[config.mk]
export PLATFORM = sky130hd
export DESIGN_NAME = pc_fetch
export DESIGN_NICKNAME = d
export VERILOG_FILES = /design/src/rtl/pc_fetch.sv
export SDC_FILE = /design/constraint.sdc
export NUM_CORES = 1
export LEC_CHECK = 0
export CAP_MARGIN = 5
export CORE_MARGIN = 8
export CORE_UTILIZATION = 45
export CTS_BUF_LIST = sky130_fd_sc_hd__clkbuf_16
export DETAILED_ROUTE_END_ITERATION = 7
export GPL_TIMING_DRIVEN = 0
export PLACE_DENSITY = 0.9
export SLEW_MARGIN = 20
export SYNTH_ARGS = -nofsm -noshare
export SYNTH_HDL_FRONTEND = slang
export SYNTH_SLANG_ARGS = --single-unit
[constraint.sdc]
create_clock -name clk -period 1.8 [get_ports clk]
set_clock_uncertainty 0.1 [all_clocks]
set_input_delay 0.45 -clock clk [delete_from_list [all_inputs] [get_ports clk]]
set_output_delay 0.45 -clock clk [all_outputs]
set_load 0.03 [all_outputs]
[src/rtl/pc_fetch.sv]
// Program counter and instruction/data fetch stage: holds the PC, issues one RAM read per
// request and presents the returned word with a single-cycle strobe after a fixed latency.
module pc_fetch #(
  parameter int unsigned             DWIDTH   = 16,
  parameter int unsigned             AWIDTH   = 8,
  parameter int unsigned             RAM_LAT  = 2,
  parameter logic        [AWIDTH-1:0] RESET_PC = '0
) (
  input  logic              clk,
  input  logic              rst,
  input  logic              en_pc_pulse,
  input  logic [1:0]        pc_ctrl,
  input  logic              z_flag,
  input  logic [AWIDTH-1:0] offset_addr,
  input  logic              addr_sel,
  input  logic              en_ram_in,
  output logic [AWIDTH-1:0] ram_addr,
  output logic              ram_rd,
  input  logic [DWIDTH-1:0] ram_rdata,
  output logic [DWIDTH-1:0] ins,
  output logic              en_ram_out,
  output logic              busy,
  output logic [AWIDTH-1:0] pc
);

  localparam int unsigned CntW = 4;

  typedef enum logic [1:0] {StIdle, StWait, StDone} state_e;

  state_e              state_q, state_d;
  logic [CntW-1:0]     cnt_q, cnt_d;
  logic [AWIDTH-1:0]   pc_q, pc_d;
  logic [AWIDTH-1:0]   addr_q, addr_d;
  logic                rd_q, rd_d;
  logic [DWIDTH-1:0]   ins_q, ins_d;
  logic                out_q, out_d;

  always_ff @(posedge clk or posedge rst) begin
    if (rst) begin
      state_q <= StIdle;
      cnt_q   <= '0;
      pc_q    <= RESET_PC;
      addr_q  <= '0;
      rd_q    <= 1'b0;
      ins_q   <= '0;
      out_q   <= 1'b0;
    end else begin
      state_q <= state_d;
      cnt_q   <= cnt_d;
      pc_q    <= pc_d;
      addr_q  <= addr_d;
      rd_q    <= rd_d;
      ins_q   <= ins_d;
      out_q   <= out_d;
    end
  end

  // PC update is independent of the fetch FSM; arithmetic wraps modulo 2^AWIDTH.
  always_comb begin
    pc_d = pc_q;
    if (en_pc_pulse) begin
      case (pc_ctrl)
        2'b00:   pc_d = pc_q;
        2'b01:   pc_d = pc_q + 1'b1;
        2'b10:   pc_d = offset_addr;
        default: pc_d = z_flag ? offset_addr : pc_q + 1'b1;
      endcase
    end
  end

  always_comb begin
    state_d = state_q;
    cnt_d   = cnt_q;
    addr_d  = addr_q;
    rd_d    = 1'b0;
    ins_d   = ins_q;
    out_d   = 1'b0;
    case (state_q)
      StIdle: begin
        // Fetch address uses the pre-update PC when a PC command lands on the same edge.
        if (en_ram_in) begin
          addr_d  = addr_sel ? offset_addr : pc_q;
          rd_d    = 1'b1;
          cnt_d   = CntW'(RAM_LAT);
          state_d = StWait;
        end
      end
      StWait: begin
        if (cnt_q == '0) begin
          ins_d   = ram_rdata;
          out_d   = 1'b1;
          state_d = StDone;
        end else begin
          cnt_d = cnt_q - 1'b1;
        end
      end
      StDone: state_d = StIdle;
      default: state_d = StIdle;
    endcase
  end

  assign ram_addr   = addr_q;
  assign ram_rd     = rd_q;
  assign ins        = ins_q;
  assign en_ram_out = out_q;
  assign busy       = (state_q != StIdle);
  assign pc         = pc_q;

endmodule

### Word-level counts from Yosys, hierarchy flattened

Cells that the tools add are included.

* input bits: 32
* bits in registers: 40
* word-level logic and storage cells: 39
* output and inout port bits: 35

* equality and inequality tests: 6
* $add $sub $neg: 2
* bitwise logic cells: 1
* reduce and logical (&&, ||, !) cells: 10
* multiplexer cells: 13

Operators with widths (number)
* $pmux W8 S3: 1
* $mux W8: 2
* $add A8 B1 Y8 const B: 1
* $mux W4: 2
* $pmux W4 S2: 1
* $reduce_and A2 Y1: 4
* $ne A2 B2 Y1 const B: 3
* $eq A2 B1 Y1 const B: 2
* $logic_not A2 Y1: 2
* $logic_not A4 Y1: 1
* $mux W1: 4
* $mux W2: 2
* $pmux W2 S2: 1
* $reduce_bool A2 Y1: 2
* $sub A4 B1 Y4 const B: 1
* $reduce_and A3 Y1: 1
* $eq A2 B2 Y1 const B: 1
* $not A1 Y1: 1

### Depth between registers and ports, before layout

* depth after elaboration: 3
* mapped depth: 6
* gate-level depth less buffers: 6

### Worst setup path after synthesis

OpenSTA, ideal clock, no wires.

* kind: input to register
* start point: input pc_ctrl[0]
* end point: register pc_q[7] (netlist: pc[7])
* setup slack: -0.090 ns
* buffers on the path: 0
* library setup time: 0.119 ns
* arrival time: 1.671 ns
* cell stages on the path: 6
* path through: inv_1 > ha_1 > mux2_4 > and3_1 > a31oi_1 > a21bo_1

* cells in the longest elaborated chain, start to end: 3
* elaborated cells on any way between the ends: 6

RTL lines
* start, declared: RTL line 12 `input logic [1:0] pc_ctrl,`
* branches (longest 3 deep; another with $pmux W8 S3)
* end signal, assigned: RTL line 50 `pc_q <= pc_d;`
* end, declared: RTL line 32 `logic [AWIDTH-1:0] pc_q, pc_d;`

Several ways; the timed one is not identified.
A chain may end at the register's enable or synchronous reset.

### Worst setup path after layout

* start point: register pc_q[2] (netlist: pc[2])
* end point: output pc[2]

RTL lines
* end, declared: RTL line 23 `output logic [AWIDTH-1:0] pc`

No word-level cell between the ends.

==> results.json <==
{
  "run_status": "complete, no violations",
  "yosysSeqAreaShare_pct": 52.9,
  "timing_worst_slew_pin_value_ns": 0.475,
  "clock_buffer_depth": 2,
  "drt.antenna.violating_nets": 0,
  "gpl.final_weighted_congestion": 0.854,
  "timing.slew.headroom_pct": 68.3,
  "synth_edf_count": 0,
  "fraction_of_the_mapped_netlist_area_in_adder_cells_pct": 3.97,
  "synth_async_sr_flop_share_pct": 100,
  "detailed_route_wire_length_um": 4560,
  "timing.final.crit_share_pct": 96.0,
  "grt_max_degree": 22,
  "via_count": 1558,
  "worst-path-buf-inv": 1,
  "tightest_hold_check_type": "flop to flop",
  "critical_path.cell_chain": "dlygate4sd2_1",
  "final_max_slew_viol_count": 0,
  "clock_insertion_delay_worst_skew_ns": 0.28,
  "crit_path_max_incr_delay_ns": 0.45,
  "reg2regPathDepth": 6,
  "clk_pin_slew_ns": 0.06,
  "total_leakage_power_nw": 1.35,
  "syn-cell-area_mm2": 0.00189,
  "critPathCapture": "pc[2]",
  "die_w_um": 80.8,
  "stdcell_count": 296,
  "tritoncts_num_sinks": 40,
  "max-vdd-ir-drop_v": 0.000799,
  "synth-seq-cells": 40,
  "dr.first_iter.drc_count": 66,
  "postCtsHoldBufs": 0,
  "synth_top_family_by_area": "multiplexers",
  "crit_path_max_fanout": 7,
  "clk_root_buffer_cell": "clkbuf_16",
  "critical_path_arrival_ns": 1.18,
  "maxCapViolations": 0,
  "power.density_cell_area_mw_per_mm2": 1630,
  "rsz0062_at_grt": "no",
  "critPathCaptureType": "output port",
  "timing.rr.start": "cnt_q[0]",
  "crit-reg2reg-capture": "cnt_q[1]",
  "synthesized_area_fraction_occupied_by_xor_and_xnor_cells_pct": 0.463,
  "netlist_top_cells_area": "dfrtp_1 53%, mux2_2 10%, mux2i_1 5.3%, ha_1 4.0%, o21ai_0 4.0%",
  "worstSetupStartpointType": "flop",
  "postSynth.topFlopCell": "dfrtp_1",
  "regToRegSetupSlack_ns": 0.10,
  "required_ns": 1.25,
  "drive_above_1_share_pct": 17.5,
  "grtUsageTotal_pct": 14.5,
  "final-hold-violation-count": 0,
  "wire_length_of_the_first_global_routing_pass_um": 7530,
  "htree_num_levels": 2,
  "synthDominantAreaCellType": "dfrtp_1",
  "cpLargestDelayFamily": "flip-flops",
  "core_area_mm2": 0.00403,
  "whs_path_depth": 2,
  "commonest_non_fill_non_tap_cells_in_the_layout": "40 x dfrtp_1, 34 x dlygate4sd2_1, 28 x clkdlybuf4s50_1, 18 x nand2_1, 17 x mux2_2",
  "critical-path-slowest-cell": "dfrtp_1",
  "synth.top_cell.area_share_pct": 52.9,
  "post-layout-total-power_mw": 4.55,
  "detailedPlacementHpwl_um": 3500,
  "synth_compound_gate_area_share_pct": 11.5,
  "routed_via_density": 5.26,
  "rows": 23,
  "n_antenna_cell": 0,
  "worst_setup_path_startpoint": "pc[2]",
  "tritoncts.num_buffers": 5,
  "synthSimpleGateAreaFrac_pct": 10.9,
  "achievable-frequency_mhz": 579,
  "core_occupancy_in_the_finished_layout_pct": 69.1,
  "antenna_violations_before_repair": 0,
  "first_pass_iters": 4,
  "initial_core_util_pct": 46.9,
  "mostFrequentLayoutCell": "dfrtp_1",
  "die_outline_area_mm2": 0.00653,
  "finalInstanceArea_mm2": 0.00278,
  "inst_count_dp": 285,
  "drt_drc_violations_left": 0,
  "fin_nets": 283,
  "syn_nets": 207,
  "syn_inst": 169,
  "place_area_mm2": 0.00265,
  "setup_viol": 0,
  "timing.critical_path.depth": 1,
  "final.setup.tns_ns": 0,
  "avgSynthCellArea_um2": 11.2,
  "criticalPathCategory": "flop to output port",
  "gr-total-overflow": 0,
  "floorplan.io_pins": 67,
  "mux_cell_area_share_after_synthesis_pct": 16.2,
  "area_growth_syn_to_layout_pct": 47.3,
  "ys_types": 34,
  "grt_pass1_vias": 1632,
  "height_of_the_die_um": 80.8,
  "synthesis.yosys.warnings": 0,
  "finalCriticalPeriod_ns": 1.73,
  "detail_route.wl_per_cell_um": 15.4,
  "buffer_ports.inserted": 65,
  "cts_tree": "built"
}
## logic make-up (layout without fill, tap and decap cells)
family | Yosys count | after routing
AND/OR/NAND/NOR | 42 | 42
flip-flops | 40 | 40
AO/OA/AOI/OAI | 34 | 34
multiplexers | 28 | 28
buffers and inverters | 18 | 95
adder cells (fa/ha/maj) | 6 | 6
XOR/XNOR | 1 | 1
## flip-flops by register name, summed over array words and instances, names as in the netlist
| signal | flops |
|---|---|
| en_ram_out | 1 |
| ram_addr | 8 |
| ins | 16 |
| state_q | 2 |
| pc | 8 |
| cnt_q | 4 |
| ram_rd | 1 |
## repair_timing
action	4_1_cts	5_1_grt
pin swaps	1	0
buffers inserted	3	0
resized for setup	38	7
endpoints found under the setup margin	42	9
gates cloned	0	0
## cells in the mapped netlist, types with 3 or more instances
| master | n |
|---|---|
| o21ai_0 | 15 |
| nand2_1 | 19 |
| dfrtp_1 | 40 |
| mux2i_1 | 10 |
| nand3_1 | 5 |
| clkbuf_1 | 3 |
| nor2_1 | 7 |
| mux2_2 | 17 |
| ha_1 | 6 |
| inv_1 | 13 |
| a21oi_1 | 4 |
## area by class of cell
type,instances,area (um^2)
fill,331,1240
sequential,40,1000
multi-input combinational,111,833
timing repair buffer,69,643
clock buffer,5,125
tap,50,62.6
inverter,13,48.8
clock inverter,3,42.5
buffer,5,27.5
## per-layer routing
layer  global-route usage [%]  wire length, um
met1                     17.6             1920
met2                     23.6             2240
met3                     4.53              337
met4                     6.07               66
met5                        0                0
## where the power goes
part	switching, mW	leakage, nW	internal [mW]
Combinational	1.27	0.775	0.791
Sequential	0.222	0.490	1.28
Clock	0.342	0.0814	0.651
Total	1.83	1.35	2.72
## per-stage QoR
step / worst slack (ns) / hold WS (ns)
4_1_cts: 0.000518 / 0.377
3_5_place_dp: -0.601 / 0.369
3_3_place_gp: -0.535 / 0.362
5_1_grt: 0.00945 / 0.407
6_report: 0.0714 / 0.368
2_1_floorplan: 0.00425 / 0.365
## how the worst min path moves through the flow
stage / startpoint / endpoint / slack, ns
final: ram_addr[7] / ram_addr[7] / 0.37
after global routing: ram_addr[7] / ram_addr[7] / 0.41
after CTS: ram_addr[7] / ram_addr[7] / 0.38
after detailed placement: ram_addr[7] / ram_addr[7] / 0.37
after global placement: ram_addr[1] / ram_addr[1] / 0.36
after floorplan: cnt_q[3] / cnt_q[3] / 0.36
Note: power is estimated with default switching activity, not from simulation.
